### config.mk
export PLATFORM = sky130hd
export DESIGN_NAME = mc_ctrl_flat
export DESIGN_NICKNAME = d
export VERILOG_FILES = /design/src/rtl/mc_ctrl_if.sv /design/src/rtl/mc_ctrl.sv /design/src/flat_wrapper.sv
export SDC_FILE = /design/constraint.sdc
export NUM_CORES = 1
export LEC_CHECK = 0
export CAP_MARGIN = 20
export CORE_AREA = 2 2 85 87
export CTS_BUF_LIST = sky130_fd_sc_hd__clkbuf_8 sky130_fd_sc_hd__clkbuf_16
export CTS_CLUSTER_SIZE = 28
export DETAILED_ROUTE_END_ITERATION = 7
export DIE_AREA = 0 0 87 89
export PLACE_DENSITY = 0.61
export SYNTH_ARGS = -nofsm -noshare
export SYNTH_HDL_FRONTEND = slang
export SYNTH_SLANG_ARGS = --single-unit
### constraint.sdc
create_clock -name CLK -period 2.9 [get_ports CLK]
set_input_delay 0.29 -clock CLK [delete_from_list [all_inputs] [get_ports CLK]]
set_output_delay 0.29 -clock CLK [all_outputs]
set_load 0.02 [all_outputs]
### src/rtl/mc_ctrl_if.sv
// Control-unit bus for mc_ctrl: instruction/status inputs and datapath strobes.
// master is the controller side, slave is the datapath side.
interface mc_ctrl_if;
   logic [31:0] Ins;
   logic        Zero;
   logic        MemReady;
   logic        PCWrite;
   logic        IRWrite;
   logic        MemRead;
   logic        MemWrite;
   logic        RegWrite;
   logic [1:0]  RegDst;
   logic [1:0]  WdSel;
   logic        ExtSel;
   logic [1:0]  ALUSrcB;
   logic [1:0]  PCSrc;
   logic [3:0]  State;
   logic        Trap;
   logic [31:0] InsCount;

   modport master (
      input  Ins, Zero, MemReady,
      output PCWrite, IRWrite, MemRead, MemWrite, RegWrite,
      output RegDst, WdSel, ExtSel, ALUSrcB, PCSrc, State, Trap, InsCount
   );

   modport slave (
      output Ins, Zero, MemReady,
      input  PCWrite, IRWrite, MemRead, MemWrite, RegWrite,
      input  RegDst, WdSel, ExtSel, ALUSrcB, PCSrc, State, Trap, InsCount
   );
endinterface

### src/rtl/mc_ctrl.sv
// Multi-cycle MIPS-subset control FSM: registered state, trap and retired count;
// datapath strobes decoded combinationally from State, Ins, Zero and MemReady.
module mc_ctrl #(
   parameter logic [5:0] R_FORM = 6'd0,
   parameter logic [5:0] J      = 6'd2,
   parameter logic [5:0] JAL    = 6'd3,
   parameter logic [5:0] BEQ    = 6'd4,
   parameter logic [5:0] ADDI   = 6'd8,
   parameter logic [5:0] ANDI   = 6'd12,
   parameter logic [5:0] ORI    = 6'd13,
   parameter logic [5:0] XORI   = 6'd14,
   parameter logic [5:0] LW     = 6'd35,
   parameter logic [5:0] SW     = 6'd43,
   parameter logic [5:0] JR     = 6'd8
) (
   input logic       CLK,
   input logic       RST,
   mc_ctrl_if.master bus
);

   typedef enum logic [3:0] {
      StFetch  = 4'd0,
      StDecode = 4'd1,
      StExecR  = 4'd2,
      StExecI  = 4'd3,
      StAddr   = 4'd4,
      StMemRd  = 4'd5,
      StMemWr  = 4'd6,
      StWb     = 4'd7,
      StBr     = 4'd8,
      StLink   = 4'd9,
      StHalt   = 4'd15
   } state_t;

   state_t      r_state;
   state_t      w_next;
   logic        r_trap;
   logic [31:0] r_ins_count;

   logic [5:0]  w_op;
   logic [5:0]  w_funct;
   logic [4:0]  w_waddr;
   logic        w_pc_write, w_ir_write, w_mem_read, w_mem_write, w_reg_write_raw;
   logic [1:0]  w_reg_dst, w_wd_sel, w_alu_src_b, w_pc_src;
   logic        w_unused_ins;

   assign w_op         = bus.Ins[31:26];
   assign w_funct      = bus.Ins[5:0];
   assign w_unused_ins = ^{bus.Ins[25:21], bus.Ins[10:6]};

   always_comb begin
      w_pc_write      = 1'b0;
      w_ir_write      = 1'b0;
      w_mem_read      = 1'b0;
      w_mem_write     = 1'b0;
      w_reg_write_raw = 1'b0;
      w_reg_dst       = 2'd0;
      w_wd_sel        = 2'd0;
      w_alu_src_b     = 2'd0;
      w_pc_src        = 2'd0;
      w_next          = r_state;
      case (r_state)
         StFetch: begin
            w_mem_read = 1'b1;
            if (bus.MemReady) begin
               w_ir_write  = 1'b1;
               w_pc_write  = 1'b1;
               w_alu_src_b = 2'd1;
               w_next      = StDecode;
            end
         end
         StDecode: begin
            if (w_op == J) begin
               w_pc_write = 1'b1;
               w_pc_src   = 2'd2;
               w_next     = StFetch;
            end else if (w_op == JAL) begin
               w_pc_write = 1'b1;
               w_pc_src   = 2'd2;
               w_next     = StLink;
            end else if (w_op == R_FORM) begin
               if (w_funct == JR) begin
                  w_pc_write = 1'b1;
                  w_pc_src   = 2'd3;
                  w_next     = StFetch;
               end else begin
                  w_next = StExecR;
               end
            end else if (w_op == ADDI || w_op == ANDI || w_op == ORI || w_op == XORI) begin
               w_next = StExecI;
            end else if (w_op == LW || w_op == SW) begin
               w_next = StAddr;
            end else if (w_op == BEQ) begin
               w_next = StBr;
            end else begin
               w_next = StHalt;
            end
         end
         StExecR: w_next = StWb;
         StExecI: begin
            w_alu_src_b = 2'd2;
            w_next      = StWb;
         end
         StAddr: begin
            w_alu_src_b = 2'd2;
            w_next      = (w_op == LW) ? StMemRd : StMemWr;
         end
         StMemRd: begin
            w_mem_read = 1'b1;
            if (bus.MemReady) w_next = StWb;
         end
         StMemWr: begin
            w_mem_write = 1'b1;
            if (bus.MemReady) w_next = StFetch;
         end
         StWb: begin
            w_reg_write_raw = 1'b1;
            w_reg_dst       = (w_op == R_FORM) ? 2'd1 : 2'd0;
            w_wd_sel        = (w_op == LW) ? 2'd1 : 2'd0;
            w_next          = StFetch;
         end
         StBr: begin
            if (bus.Zero) begin
               w_pc_write = 1'b1;
               w_pc_src   = 2'd1;
            end
            w_next = StFetch;
         end
         StLink: begin
            w_reg_write_raw = 1'b1;
            w_reg_dst       = 2'd2;
            w_wd_sel        = 2'd2;
            w_next          = StFetch;
         end
         StHalt:  w_next = StHalt;
         default: w_next = StHalt;
      endcase
   end

   // Register 0 is hardwired, so a write aimed at it is suppressed.
   always_comb begin
      unique case (w_reg_dst)
         2'd1:    w_waddr = bus.Ins[15:11];
         2'd2:    w_waddr = 5'd31;
         default: w_waddr = bus.Ins[20:16];
      endcase
   end

   always_ff @(posedge CLK) begin
      if (RST) begin
         r_state     <= StFetch;
         r_trap      <= 1'b0;
         r_ins_count <= 32'd0;
      end else begin
         r_state <= w_next;
         if (w_next == StHalt) r_trap <= 1'b1;
         if (r_state != StFetch && w_next == StFetch) r_ins_count <= r_ins_count + 32'd1;
      end
   end

   assign bus.PCWrite  = w_pc_write;
   assign bus.IRWrite  = w_ir_write;
   assign bus.MemRead  = w_mem_read;
   assign bus.MemWrite = w_mem_write;
   assign bus.RegWrite = w_reg_write_raw && (w_waddr != 5'd0);
   assign bus.RegDst   = w_reg_dst;
   assign bus.WdSel    = w_wd_sel;
   assign bus.ExtSel   = (w_op == ANDI) || (w_op == ORI) || (w_op == XORI);
   assign bus.ALUSrcB  = w_alu_src_b;
   assign bus.PCSrc    = w_pc_src;
   assign bus.State    = r_state;
   assign bus.Trap     = r_trap;
   assign bus.InsCount = r_ins_count;

endmodule

### src/flat_wrapper.sv
// flat-port wrapper written by rule: the top's interface ports become plain ports
module mc_ctrl_flat 
#(
   parameter logic [5:0] R_FORM = 6'd0,
   parameter logic [5:0] J      = 6'd2,
   parameter logic [5:0] JAL    = 6'd3,
   parameter logic [5:0] BEQ    = 6'd4,
   parameter logic [5:0] ADDI   = 6'd8,
   parameter logic [5:0] ANDI   = 6'd12,
   parameter logic [5:0] ORI    = 6'd13,
   parameter logic [5:0] XORI   = 6'd14,
   parameter logic [5:0] LW     = 6'd35,
   parameter logic [5:0] SW     = 6'd43,
   parameter logic [5:0] JR     = 6'd8
)
  (CLK, RST, bus_Ins, bus_Zero, bus_MemReady, bus_PCWrite, bus_IRWrite, bus_MemRead, bus_MemWrite, bus_RegWrite, bus_RegDst, bus_WdSel, bus_ExtSel, bus_ALUSrcB, bus_PCSrc, bus_State, bus_Trap, bus_InsCount);
  mc_ctrl_if bus_i ();
  input logic CLK;
  input logic RST;
  input wire logic [$bits(bus_i.Ins)-1:0] bus_Ins;
  input wire logic [$bits(bus_i.Zero)-1:0] bus_Zero;
  input wire logic [$bits(bus_i.MemReady)-1:0] bus_MemReady;
  output wire logic [$bits(bus_i.PCWrite)-1:0] bus_PCWrite;
  output wire logic [$bits(bus_i.IRWrite)-1:0] bus_IRWrite;
  output wire logic [$bits(bus_i.MemRead)-1:0] bus_MemRead;
  output wire logic [$bits(bus_i.MemWrite)-1:0] bus_MemWrite;
  output wire logic [$bits(bus_i.RegWrite)-1:0] bus_RegWrite;
  output wire logic [$bits(bus_i.RegDst)-1:0] bus_RegDst;
  output wire logic [$bits(bus_i.WdSel)-1:0] bus_WdSel;
  output wire logic [$bits(bus_i.ExtSel)-1:0] bus_ExtSel;
  output wire logic [$bits(bus_i.ALUSrcB)-1:0] bus_ALUSrcB;
  output wire logic [$bits(bus_i.PCSrc)-1:0] bus_PCSrc;
  output wire logic [$bits(bus_i.State)-1:0] bus_State;
  output wire logic [$bits(bus_i.Trap)-1:0] bus_Trap;
  output wire logic [$bits(bus_i.InsCount)-1:0] bus_InsCount;
  assign bus_i.Ins = bus_Ins;
  assign bus_i.Zero = bus_Zero;
  assign bus_i.MemReady = bus_MemReady;
  assign bus_PCWrite = bus_i.PCWrite;
  assign bus_IRWrite = bus_i.IRWrite;
  assign bus_MemRead = bus_i.MemRead;
  assign bus_MemWrite = bus_i.MemWrite;
  assign bus_RegWrite = bus_i.RegWrite;
  assign bus_RegDst = bus_i.RegDst;
  assign bus_WdSel = bus_i.WdSel;
  assign bus_ExtSel = bus_i.ExtSel;
  assign bus_ALUSrcB = bus_i.ALUSrcB;
  assign bus_PCSrc = bus_i.PCSrc;
  assign bus_State = bus_i.State;
  assign bus_Trap = bus_i.Trap;
  assign bus_InsCount = bus_i.InsCount;
  mc_ctrl #(.R_FORM(R_FORM), .J(J), .JAL(JAL), .BEQ(BEQ), .ADDI(ADDI), .ANDI(ANDI), .ORI(ORI), .XORI(XORI), .LW(LW), .SW(SW), .JR(JR)) u_core (.CLK(CLK), .RST(RST), .bus(bus_i));
endmodule
# --- After elaboration in Yosys (flattened, before gate mapping) ---
# Cells that the tools add are included.
totals:
  regBits: 37
  output_inout_bits: 51
  word_cells: 80
op_classes:
  n_addsub: 1
  n_eq_ne: 22
  n_mux: 36
  n_reduce_logical: 18
op_table:
  columns: ["op", "n"]
  rows:
  - ["32-bit by 1-bit adder with 32-bit output (second input constant)", 1]
  - ["4-bit 2-to-1 mux", 8]
  - ["6-bit by 4-bit == test with 1-bit output (second input constant)", 5]
  - ["4-bit case mux with 7 select lines", 1]
  - ["4-bit by 3-bit == test with 1-bit output (second input constant)", 4]
  - ["2-bit case mux with 2 select lines", 4]
  - ["1-bit 2-to-1 mux", 14]
  - ["4-bit == test (second input constant)", 3]
  - ["6-bit by 2-bit == test with 1-bit output (second input constant)", 2]
  - ["6-bit == test (second input constant)", 2]
  - ["2-bit 2-to-1 mux", 6]
  - ["5-bit case mux with 2 select lines", 1]
  - ["4-bit by 2-bit == test with 1-bit output (second input constant)", 2]
  - ["4-bit zero test", 2]
  - ["2-bit OR reduction", 4]
  - ["6-bit by 3-bit == test with 1-bit output (second input constant)", 1]
  - ["6-bit zero test", 1]
  - ["1-bit logical OR", 6]
  - ["5-bit nonzero test", 1]
  - ["4-bit by 1-bit == test with 1-bit output (second input constant)", 1]
  - ["4-bit nonzero test", 1]
  - ["3-bit 2-to-1 mux", 1]
  - ["1-bit case mux with 3 select lines", 1]
  - ["3-bit OR reduction", 1]
  - ["3 further kinds", 4]

# --- Longest topological paths before layout ---
depth:
  depth_word: 11
  ltp_mapped: 9

# --- Worst setup path after synthesis ---
# OpenSTA, ideal clock, no wires.
synth_timing:
  path_kind: "in2out"
  startpoint: "input port bus_Ins[31]"
  endpoint: "output port bus_RegWrite"
  arrival_ns: 2.461
  required_ns: 2.610
  path_slack_ns: 0.149
  path_stages: 8
  n_path_buf: 1
  cell_sequence: "clkbuf_1 > or4_4 > or2_2 > nor2_1 > nand3_1 > ha_1 > nor4b_1 > a221oi_1"
synth_between:
  elab_chain_len: 7
  elab_cells_between_ends: 8
  classes_between: "eq/ne (2); mux (3); reduce/logical (3)"
synth_rtl:
  columns: ["element", "line", "source"]
  rows:
  - ["start, declared", "flat_wrapper.sv:20", "input wire logic [$bits(bus_i.Ins)-1:0] bus_Ins;"]
  - ["6-bit zero test (*)", "mc_ctrl.sv:118", "w_reg_dst = (w_op == R_FORM) ? 2'd1 : 2'd0;"]
  - ["1-bit 2-to-1 mux (*)", "mc_ctrl.sv:118", null]
  - ["2-bit case mux with 2 select lines (*)", "mc_ctrl.sv:62", "case (r_state)"]
  - ["2-bit == test / 2-bit by 1-bit == test with 1-bit output (equally long branches)", "mc_ctrl.sv:142", "unique case (w_reg_dst)"]
  - ["5-bit case mux with 2 select lines (*)", "mc_ctrl.sv:142", null]
  - ["5-bit nonzero test (*)", "mc_ctrl.sv:165", "assign bus.RegWrite = w_reg_write_raw && (w_waddr != 5'd0);"]
  - ["1-bit logical AND (*)", "mc_ctrl.sv:165", null]
  - ["end, declared", "flat_wrapper.sv:27", "output wire logic [$bits(bus_i.RegWrite)-1:0] bus_RegWrite;"]
# Every way passes the cells marked *; elsewhere a longest branch is shown, timed or not.

# --- Worst setup path after layout ---
layout_timing:
  startpoint: "input port bus_Ins[30]"
  endpoint: "output port bus_PCSrc[0]"
layout_between:
  elab_chain_len: 5
  elab_cells_between_ends: 7
  classes_between: "eq/ne (2); mux (4); reduce/logical (1)"
layout_rtl:
  columns: ["element", "line", "source"]
  rows:
  - ["6-bit zero test", "mc_ctrl.sv:81", "end else if (w_op == R_FORM) begin"]
  - ["2-bit 2-to-1 mux", "mc_ctrl.sv:81", null]
  - ["2-bit 2-to-1 mux", "mc_ctrl.sv:77", "end else if (w_op == JAL) begin"]
  - ["2-bit 2-to-1 mux (*)", "mc_ctrl.sv:73", "if (w_op == J) begin"]
  - ["2-bit case mux with 2 select lines (*)", "mc_ctrl.sv:62", null]
  - ["end, declared", "flat_wrapper.sv:32", "output wire logic [$bits(bus_i.PCSrc)-1:0] bus_PCSrc;"]
# Marks and branches as above.

==> impl_metrics.py <==
metrics = {
    "status": {
        "outcome": "finished clean",
    },
    "power": {
        "comb_power_share_pct": 53.6,
        "pwr-share-seq_pct": 27.6,
        "p_int_w": 0.001243,
        "ir_worst_vdd_uv": 349.7,
        "p_clk_share_pct": 18.8,
        "power_density_mw_per_mm2": 649.9,
        "total_leakage_power_nw": 1.143,
        "swShare_pct": 43.38,
        "p_sw_w": 0.0009522,
    },
    "clock_tree": {
        "clock_path_buffers": 2,
        "root_buffer": "clkbuf_8",
        "cts_max_level": 2,
        "cts_tree": "built",
        "cts_buffers": 5,
        "clkSlewWorstSetupHoldPaths_ns": 0.08,
        "clk_latency_ns": 0.29,
        "cts_sinks": 37,
    },
    "timing": {
        "fin_worst_skew_ns": 0.006937,
        "slew_viol_final": 0,
        "finalSetupTns_ns": 0,
        "rsz0062_at_grt": "yes",
        "period_share_pct": 97.35,
        "fmax_mhz": 354.2,
        "hold_viol": 0,
        "slew_headroom_pct": 48.04,
        "worstMarginPinSlew_ns": 0.7769,
        "setup_viol": 0,
        "fin_crit_ns": 2.823,
    },
    "flow_run": {
        "maxCapViolCount": 0,
    },
    "routing": {
        "drc": 0,
        "ant_nets": 0,
        "first_pass_iters": 4,
        "vias": 2574,
        "routedWlPerCell_microns": 14.72,
        "first_iter_violations": 141,
        "wl_mm": 6.713,
        "viasPerCell": 5.645,
    },
    "synth": {
        "synth_top_cell_area_share_pct": 32.23,
        "ys_seq_area_share_pct": 32.23,
        "ys_types": 51,
        "ys_top_cells_by_area": "dfxtp_1 (32%), a21oi_1 (7.4%), or4_1 (5.6%)",
        "yosysWarnings": 0,
        "synth_seq_cells": 37,
        "syn_inst": 293,
        "synth_flop_cell": "dfxtp_1",
        "synth_edf_count": 0,
        "synth.cell_area_sq_mm": 0.002298,
        "yosys.area.top_type": "dfxtp_1",
        "syn_area_per_cell_sq_um": 7.845,
        "synthesis.nets": 332,
        "async_flop_share_pct": 0,
    },
    "global_route": {
        "grt_max_degree": 55,
        "grt_use_total_pct": 17.41,
        "grt_pass1_wl_mm": 11.12,
        "grt-ovfl-total": 0,
        "grt_pass1_vias": 2403,
        "antenna_found_initial": 0,
    },
    "cells_and_area": {
        "fin_util_pct": 50.28,
        "fin_nets": 414,
        "drive_above_1_share_pct": 12.77,
        "area.growth.synth_to_final_pct": 46.98,
        "antenna_cells": 0,
    },
    "floorplan": {
        "fp-row-count": 30,
        "core-area_sq_mm": 0.006719,
        "io_pins": 87,
        "die_w_microns": 87,
        "die_h_microns": 89,
        "initial_core_util_pct": 34.21,
        "dieArea_sq_mm": 0.007743,
    },
    "place": {
        "port_buffers": 76,
        "hpwl_mm": 4.859,
        "gp_congestion": 0.7604,
    },
    "critical_path": {
        "start_kind": "input pin",
        "crit_path_max_fanout": 2,
        "critPathArrivalTime_ns": 2.53,
        "worstSetupPathType": "in2out",
        "cp.required_ns": 2.61,
        "crit_path_end_kind": "primary output",
    },
    "worst_hold_path": {
        "hold_class": "reg2reg",
    },
}
## final cells by class
cell class | count | area [sq um]
clock buffers | 7 | 96.34
clock inverters | 1 | 8.758
fillers | 681 | 3341
inverters | 7 | 26.28
multi-input cells | 226 | 1473
flip-flops and latches | 37 | 740.7
well taps | 80 | 100.1
repair buffers | 98 | 933.4
## cells by family (layout without fill, tap and decap cells)
family	count (synthesis)	in the layout	synth area share, %
adders and majority gates	3	3	1.633
AOI/OAI and AO/OA	88	88	25.59
and+or+nand+nor	132	132	33.26
muxes	3	3	1.361
buffers and inverters	30	113	5.933
DFF	37	37	32.23
## power groups by stage
stage	Combinational, W	Sequential, W	Clock, W
3_3_place_gp	0.00115	0.000615	0
2_1_floorplan	0.000735	0.000630	0
4_1_cts	0.00117	0.000605	0.000424
5_1_grt	0.00128	0.000617	0.000443
6_report	0.00118	0.000606	0.000413
3_5_place_dp	0.00117	0.000616	0
## Yosys cell counts (3+ instances only)
library cell,count
nand2_1,20
or4_1,17
nand3_1,15
a211oi_1,3
o21ba_2,3
and4_1,4
inv_1,7
nor2_1,18
a21oi_1,34
nor2b_1,3
nand4_1,8
and3_1,11
nor3_1,8
clkbuf_1,18
or3_1,14
o21ai_0,14
dfxtp_1,37
o31ai_1,15
ha_1,3
## per-stage QoR
stage | hold WS, ns | total power, W | instance area (sq um) | setup slack [ns] | cells
global placement | 0.4740 | 0.001769 | 3218 | -0.5764 | 446
CTS | 0.4996 | 0.002202 | 3363 | 0.03601 | 456
detailed placement | 0.4862 | 0.001782 | 3218 | -0.6152 | 446
floorplan | 0.5337 | 0.001365 | 2298 | 0.1493 | 293
finish | 0.4935 | 0.002195 | 3378 | 0.07679 | 456
global route | 0.5291 | 0.002338 | 3378 | -0.04181 | 456
## what timing repair did
item	CTS	global route
hold buffers	0	0
pin swaps	5	1
gates resized for setup	13	3
endpoints found under the setup margin	2	3
buffers inserted	2	0
## sequential cells by signal, summed over array words and instances (netlist names)
name and count:
u_core.bus.InsCount 32, u_core.bus.State 4, u_core.bus.Trap 1
## final timing paths
path         slack, ns                       to  depth (start not counted)               startpoint
max               0.08             bus_PCSrc[0]                          8              bus_Ins[30]
min               0.49  u_core.bus.InsCount[31]                          2  u_core.bus.InsCount[31]
max reg2reg       0.59   u_core.bus.InsCount[6]                          7      u_core.bus.State[0]
min reg2reg       0.49  u_core.bus.InsCount[31]                          2  u_core.bus.InsCount[31]
## routing by layer
| metal | track usage [%] | share of wire (%) | wire (microns) | vias to the layer above |
|---|---|---|---|---|
| li1 | - | - | - | 1289 |
| met1 | 24.19 | 49 | 3285 | 1217 |
| met2 | 27.97 | 46 | 3060 | 62 |
| met3 | 3.139 | 4.6 | 308 | 6 |
| met4 | 4.403 | 0.85 | 57 | 0 |
| met5 | 0 | 0 | 0 | - |
## cells in the final DEF (no fill, tap or decap), types with 3 or more instances in the layout
cell,count
a21oi_1,34
and3_1,11
and4_1,4
buf_4,21
clkbuf_8,7
clkdlybuf4s50_1,72
dfxtp_1,37
inv_1,7
nand2_1,20
nand3_1,14
nand4_1,8
nor2_1,17
nor2b_1,3
nor3_1,7
o21ai_0,14
o21ba_2,3
o31ai_1,15
or3_1,14
or4_1,17
## critical path, cell delays in order
cell and delay, ns:
clkdlybuf4s50_1 0.42, or4_4 0.49, or2_4 0.28, nor2_4 0.12
buf_4 0.12, buf_4 0.08, a31o_2 0.13, clkdlybuf4s50_1 0.60
No activity file was read; power rests on OpenSTA's default activity.
